===== src/rtl/tpu_host_sequencer.sv =====
// rtl/tpu_host_sequencer.sv - bus initiator that runs one TPU matrix job
// Loads A, B and C, triggers the multiply, waits it out, then streams the C result back.
module tpu_host_sequencer #(
  parameter int DIM      = 8,
  parameter int DATAW    = 64,
  parameter int ADDRW    = 16,
  parameter int MUL_WAIT = 3*DIM-1
) (
  input  logic             clk,
  input  logic             rst_n,
  input  logic             start,
  output logic             busy,
  output logic             done,
  input  logic             in_valid,
  output logic             in_ready,
  input  logic [DATAW-1:0] in_data,
  output logic             out_valid,
  input  logic             out_ready,
  output logic [DATAW-1:0] out_data,
  output logic             bus_r_w,
  output logic [ADDRW-1:0] bus_addr,
  output logic [DATAW-1:0] bus_wdata,
  input  logic [DATAW-1:0] bus_rdata
);

  localparam int CW = $clog2(2*DIM) + 1;
  localparam int WW = $clog2(MUL_WAIT) + 1;

  localparam logic [CW-1:0] ROW_LAST = CW'(DIM - 1);
  localparam logic [CW-1:0] C_WORDS  = CW'(2*DIM);
  localparam logic [CW-1:0] C_LAST   = CW'(2*DIM - 1);
  localparam logic [WW-1:0] W_LAST   = WW'(MUL_WAIT - 1);

  localparam logic [ADDRW-1:0] A_BASE    = ADDRW'(16'h0100);
  localparam logic [ADDRW-1:0] B_BASE    = ADDRW'(16'h0200);
  localparam logic [ADDRW-1:0] C_BASE    = ADDRW'(16'h0300);
  localparam logic [ADDRW-1:0] TRIG_ADDR = ADDRW'(16'h0400);

  typedef enum logic [3:0] {
    S_IDLE,
    S_LOAD_A,
    S_LOAD_B,
    S_LOAD_C,
    S_C_GAP,
    S_TRIGGER,
    S_WAIT_MUL,
    S_READ_C,
    S_DONE
  } state_t;

  state_t          state;
  logic [CW-1:0]   cnt;
  logic [WW-1:0]   wcnt;
  logic            wr_fire;
  logic            rd_issue;
  logic            out_accept;
  logic [ADDRW-1:0] base;
  logic [ADDRW-1:0] word_off;

  assign in_ready   = (state == S_LOAD_A) || (state == S_LOAD_B) || (state == S_LOAD_C);
  assign busy       = (state != S_IDLE);
  assign wr_fire    = in_ready && in_valid;
  assign out_accept = out_valid && out_ready;
  // A read may only be issued when the output register will be free at the next edge.
  assign rd_issue   = (state == S_READ_C) && (!out_valid || out_ready);
  assign done       = (state == S_DONE) && out_accept;
  assign word_off   = ADDRW'({cnt, 3'b000});

  always_comb begin
    case (state)
      S_LOAD_A: base = A_BASE;
      S_LOAD_B: base = B_BASE;
      default:  base = C_BASE;
    endcase
  end

  // Bus cycles follow the handshake combinationally; every other cycle is an idle cycle.
  always_comb begin
    bus_r_w   = 1'b0;
    bus_addr  = '0;
    bus_wdata = '0;
    if (wr_fire) begin
      bus_r_w   = 1'b1;
      bus_addr  = base + word_off;
      bus_wdata = in_data;
    end else if (state == S_TRIGGER) begin
      bus_r_w  = 1'b1;
      bus_addr = TRIG_ADDR;
    end else if (rd_issue) begin
      bus_addr = base + word_off;
    end
  end

  always_ff @(posedge clk or negedge rst_n) begin
    if (!rst_n) begin
      state     <= S_IDLE;
      cnt       <= '0;
      wcnt      <= '0;
      out_valid <= 1'b0;
      out_data  <= '0;
    end else begin
      if (rd_issue) begin
        out_valid <= 1'b1;
        out_data  <= bus_rdata;
      end else if (out_accept) begin
        out_valid <= 1'b0;
      end

      case (state)
        S_IDLE: begin
          if (start) begin
            state <= S_LOAD_A;
            cnt   <= '0;
            wcnt  <= '0;
          end
        end
        S_LOAD_A: begin
          if (wr_fire) begin
            if (cnt == ROW_LAST) begin
              cnt   <= '0;
              state <= S_LOAD_B;
            end else begin
              cnt <= cnt + 1'b1;
            end
          end
        end
        S_LOAD_B: begin
          if (wr_fire) begin
            if (cnt == ROW_LAST) begin
              cnt   <= '0;
              state <= S_LOAD_C;
            end else begin
              cnt <= cnt + 1'b1;
            end
          end
        end
        S_LOAD_C: begin
          if (wr_fire) begin
            cnt   <= cnt + 1'b1;
            state <= S_C_GAP;
          end
        end
        // The TPU commits the C half-row during this idle cycle.
        S_C_GAP: begin
          if (cnt == C_WORDS) begin
            cnt   <= '0;
            state <= S_TRIGGER;
          end else begin
            state <= S_LOAD_C;
          end
        end
        S_TRIGGER: begin
          wcnt  <= '0;
          state <= S_WAIT_MUL;
        end
        S_WAIT_MUL: begin
          if (wcnt == W_LAST) begin
            wcnt  <= '0;
            state <= S_READ_C;
          end else begin
            wcnt <= wcnt + 1'b1;
          end
        end
        S_READ_C: begin
          if (rd_issue) begin
            if (cnt == C_LAST) begin
              cnt   <= '0;
              state <= S_DONE;
            end else begin
              cnt <= cnt + 1'b1;
            end
          end
        end
        S_DONE: begin
          if (out_accept) state <= S_IDLE;
        end
        default: state <= S_IDLE;
      endcase
    end
  end

endmodule


===== config.mk =====
export PLATFORM = sky130hd
export DESIGN_NAME = tpu_host_sequencer
export DESIGN_NICKNAME = d
export VERILOG_FILES = /design/src/rtl/tpu_host_sequencer.sv
export SDC_FILE = /design/constraint.sdc
export NUM_CORES = 1
export LEC_CHECK = 0
export ABC_CLOCK_PERIOD_IN_PS = 2400
export CAP_MARGIN = 5
export CORE_AREA = 2 2 110 112
export CTS_BUF_LIST = sky130_fd_sc_hd__clkbuf_4
export DETAILED_ROUTE_END_ITERATION = 8
export DIE_AREA = 0 0 112 114
export DONT_BUFFER_PORTS = 1
export GPL_ROUTABILITY_DRIVEN = 0
export PLACE_DENSITY_LB_ADDON = 0.3
export SETUP_SLACK_MARGIN = 0.5
export SLEW_MARGIN = 40
export SYNTH_ARGS = -nofsm -noshare
export SYNTH_HDL_FRONTEND = slang
export SYNTH_SLANG_ARGS = --single-unit

===== constraint.sdc =====
create_clock -name clk -period 2.4 [get_ports clk]
set_clock_uncertainty 0.15 [all_clocks]
set_input_delay 0.6 -clock clk [delete_from_list [all_inputs] [get_ports clk]]
set_output_delay 0.6 -clock clk [all_outputs]
set_load 0.01 [all_outputs]

==> metrics list <==
- Avg WL per Cell: 22.7 um
- In this run the remaining antenna-violating nets after routing total 0.
- Summing over every cut layer, the via total after detailed routing is ~2800.
- Final routed DRC violation total: 0
- Critical path class: flip-flop to output pin
- Largest buffer count on any clock path: 2
- On the critical path, the stage with the largest delay is an instance of sky130_fd_sc_hd__dfrtp_1.
* Final number of max-transition violations: 0
* Area of the placeable core: 0.0117 mm2
- The first global-routing pass estimated 17200 um of wire.
* Share of total power consumed by net switching: 40.4%
* Instance area after placement: 0.00427 mm2
- For this run, the slowest stage of the critical path takes 430 ps.
* Internal power: roughly 4000 uW
- Dpl hpwl: 9300 um
- The cell count after synthesis came out at 354.
* Final min period: 2550 ps
* CTS tree: built
- Switch Pwr: ~2700 uW
* Combinational share of power: 46.9%
* Register area share after synthesis: 49.5%
- Latest clock arrival within the worst-skew pair: 420 ps
- Compared with the post-synthesis result, the final layout area differs by 21.6%.
- The routed design has ~12000 um of wire.
- The startpoint identified for the worst register-to-register timing path is state[2].
- The flow ran to the end, but the final reports show violations.
- The endpoint identified for the worst register-to-register timing path is cnt[3].
- The worst setup path is captured at an output pin.
- Yosys printed 0 warnings.
- Startpoint types: flip-flop
* Die boundary height: roughly 110 um
- The tightest min-delay check is of the primary input to async pin type.
- Measured on the finished design, the core utilization comes to 42.0%.
* Number of flip-flops and latches in the synthesized netlist: 80
* Overall global routing resource usage: 18.1%
- Footprint of the flip-flops and latches: between 0.002 and 0.0025 mm2
* Total of fill cells in the finished design: 1109
- Ratio of cells with drive above 1 in the final layout: 41.7%
- Across the run, the number of max-cap violations was 0.
* Number of top-level pins: 282
- Among cell families on the critical path, the largest total delay comes from simple AND/OR/NAND/NOR gates.
- The H-tree generated during clock tree synthesis spans 3 levels.
- Starting DRT DRC Count: 85
- Data on the critical path is required at its endpoint by 1650 ps.
- Commonest non-fill, non-tap cells in the layout: 77 x sky130_fd_sc_hd__dfrtp_1, 55 x sky130_fd_sc_hd__mux2_4, 53 x sky130_fd_sc_hd__and2_1, 19 x sky130_fd_sc_hd__buf_4, 16 x sky130_fd_sc_hd__nand2_1
- Clock tree synthesis selected as its root buffer the cell sky130_fd_sc_hd__clkbuf_4.
* Hold Violations, Final: 80
- Together, buffers and inverters on the worst path number 2.
- Count of distinct cell types in the synthesized netlist: 45
- For this run, the top clock speed supported by timing is ~390 MHz.
- In the synthesized netlist the dominant register cell turns out to be sky130_fd_sc_hd__dfrtp_1.
- Max Fanout on Critical Path: 8
- CTS clock-pin slew for the worst setup and hold paths: 140 ps
- Counting stages on the worst path, the most repeated cell is sky130_fd_sc_hd__buf_6.
- Leaving out filler cells and counting taps, the final layout contains between 500 and 600.
* Tcrit/Tclk final: 106%
* Detail-routed via count per cell: 5.15
- In the post-synthesis netlist, the biggest area contributors are sky130_fd_sc_hd__dfrtp_1 49%, sky130_fd_sc_hd__mux2_2 18%, sky130_fd_sc_hd__and2_1 10%.
- Sequential fraction of design power: 42.4%
- Maximum number of pins on one net before global-route repair: 81
- The die is 112 um wide.
* Area taken by multi-input logic gates: between 0.002 and 0.0025 mm2
- Global routing finished with a remaining overflow of 0.
- Across the VDD grid, the largest voltage drop is 0.623 mV.
* Area enclosed by the die boundary: 0.0128 mm2
- Pwr Total: 6730 uW
* Starting density of the core: 34.6%
- Counting tap cells, the placed design contains a total of 497 instances.
- The via count of the first global-routing pass came to 2881.
* Unrepaired setup endpoints after global routing: true
* Length in cells of the worst reg-to-reg path: 8
- Part of the total power dissipated in the clock network: around a tenth
* Top-area cell type share of the netlist area: 49.5%
- At the worst endpoint, the arrival time is ~1800 ps.
- sky130_fd_sc_hd__dfrtp_1 takes more of the synthesized area than any other cell.
- CTS saw 80 sinks.
- Port Buffer Count: 0
- Number of iterations in the first detailed-routing pass: 4
- Traced cell by cell, the critical path runs through or2_4 -> nor3_4 -> nor2_1 -> buf_6 -> a31oi_4 -> buf_6.
* Number of nets in the layout: 513
- Cell Area, Synth: 0.00405 mm2
* Number of endpoints failing setup at the final stage: 73
- Antenna violations before repair: 11
* Mean instance size in the synthesized netlist: ~11 um2
- The library cell used most frequently in the layout, excluding fill and tap cells, is sky130_fd_sc_hd__dfrtp_1.
- The number of clock buffers added by TritonCTS is 9.
- Lkg Pwr: 0.00215 uW
* Final Instance Area: 0.00492 mm2
* Worst slack on hold paths: -298 ps
* Violations in the final reports: hold timing, setup timing
* Row count: 40
- In this run the register-to-register setup slack is just under 300 ps.
* Post-synth EDFFs: 0
* Final worst slack: -150 ps
- Power density over cell area: 1370 mW/mm2
- For this run, asynchronously set or reset flops after synthesis account for 100%.
-- sequential cells by signal, summed over array words and instances (netlist names) --
signal,cells
out_data,64
state,4
cnt,5
out_valid,1
wcnt,6
-- logic make-up after synthesis --
| logic type | count (synthesis) | synth area share, % |
|---|---|---|
| AND/OR/NAND/NOR | 127 | 18.8 |
| flip-flops | 80 | 49.5 |
| multiplexers | 64 | 17.8 |
| buffers and inverters | 37 | 5.22 |
| AO/OA/AOI/OAI | 36 | 6.12 |
| adder cells (fa/ha/maj) | 6 | 1.85 |
| XOR/XNOR | 3 | 0.649 |
| other | 1 | 0.0926 |
-- worst max-delay path by stage --
stage | start | to | cells past startpoint
2_1_floorplan | state[3] | bus_wdata[0] | 7
3_3_place_gp | in_valid | bus_addr[9] | 6
3_5_place_dp | in_valid | bus_addr[9] | 6
4_1_cts | state[2] | bus_addr[9] | 6
5_1_grt | state[2] | bus_addr[5] | 6
6_report | state[2] | bus_addr[9] | 6
-- stage by stage --
| step | setup slack (ps) | TNS [ps] |
|---|---|---|
| 6_report | -150 | -8930 |
| 5_1_grt | -292 | -18080 |
| 4_1_cts | -249 | -16650 |
| 3_5_place_dp | 172 | 0 |
| 3_3_place_gp | 219 | 0 |
| 2_1_floorplan | 147 | 0 |
-- repair_timing --
action | CTS | global route
setup endpoints to repair | 92 | 143
pin swaps | 11 | 10
gates resized for setup | 38 | 81
buffers inserted | 9 | 4
cloned | 0 | 0
endpoints found under the hold margin | 80 | 80
-- layer usage --
| layer | wire [um] | track usage, % | part of all wire, % | vias to the layer above |
|---|---|---|---|---|
| met3 | 1470 | 9.30 | 12 | 18 |
| met4 | 350 | 12.0 | 2.9 | 0 |
| met2 | 6270 | 29.7 | 51 | 197 |
| met5 | 0 | 0 | 0 | - |
| li1 | - | - | - | 1226 |
| met1 | 4090 | 18.0 | 34 | 1322 |
-- Yosys cell counts, types with 5 or more instances --
| master | n |
|---|---|
| sky130_fd_sc_hd__ha_1 | 6 |
| sky130_fd_sc_hd__nand2_1 | 16 |
| sky130_fd_sc_hd__mux2_2 | 64 |
| sky130_fd_sc_hd__dfrtp_1 | 80 |
| sky130_fd_sc_hd__buf_4 | 14 |
| sky130_fd_sc_hd__and2_1 | 65 |
| sky130_fd_sc_hd__inv_1 | 9 |
| sky130_fd_sc_hd__nor2_1 | 13 |
| sky130_fd_sc_hd__clkbuf_1 | 8 |
| sky130_fd_sc_hd__a21oi_1 | 5 |
| sky130_fd_sc_hd__o21ai_0 | 16 |
| sky130_fd_sc_hd__nor2b_1 | 8 |
| sky130_fd_sc_hd__nand3_1 | 5 |
-- final cells by class --
type,instances,share of cell area (%)
Timing Repair Buffer,30,5.87
Multi-Input combinational cell,244,46.0
Inverter,9,0.686
Clock inverter,7,1.07
Tap cell,147,3.74
Clock buffer,9,1.37
Antenna cell,10,0.508
Sequential cell,80,40.7
-- power groups by stage --
stage	combinational, uW	sequential (uW)	clock, uW
after floorplan	1990	2630	0
after global placement	2260	2840	0
after detailed placement	2350	2830	0
after CTS	2650	2830	757
after global routing	3410	2940	815
final	3160	2850	717
No activity file was read; power rests on OpenSTA's default activity.
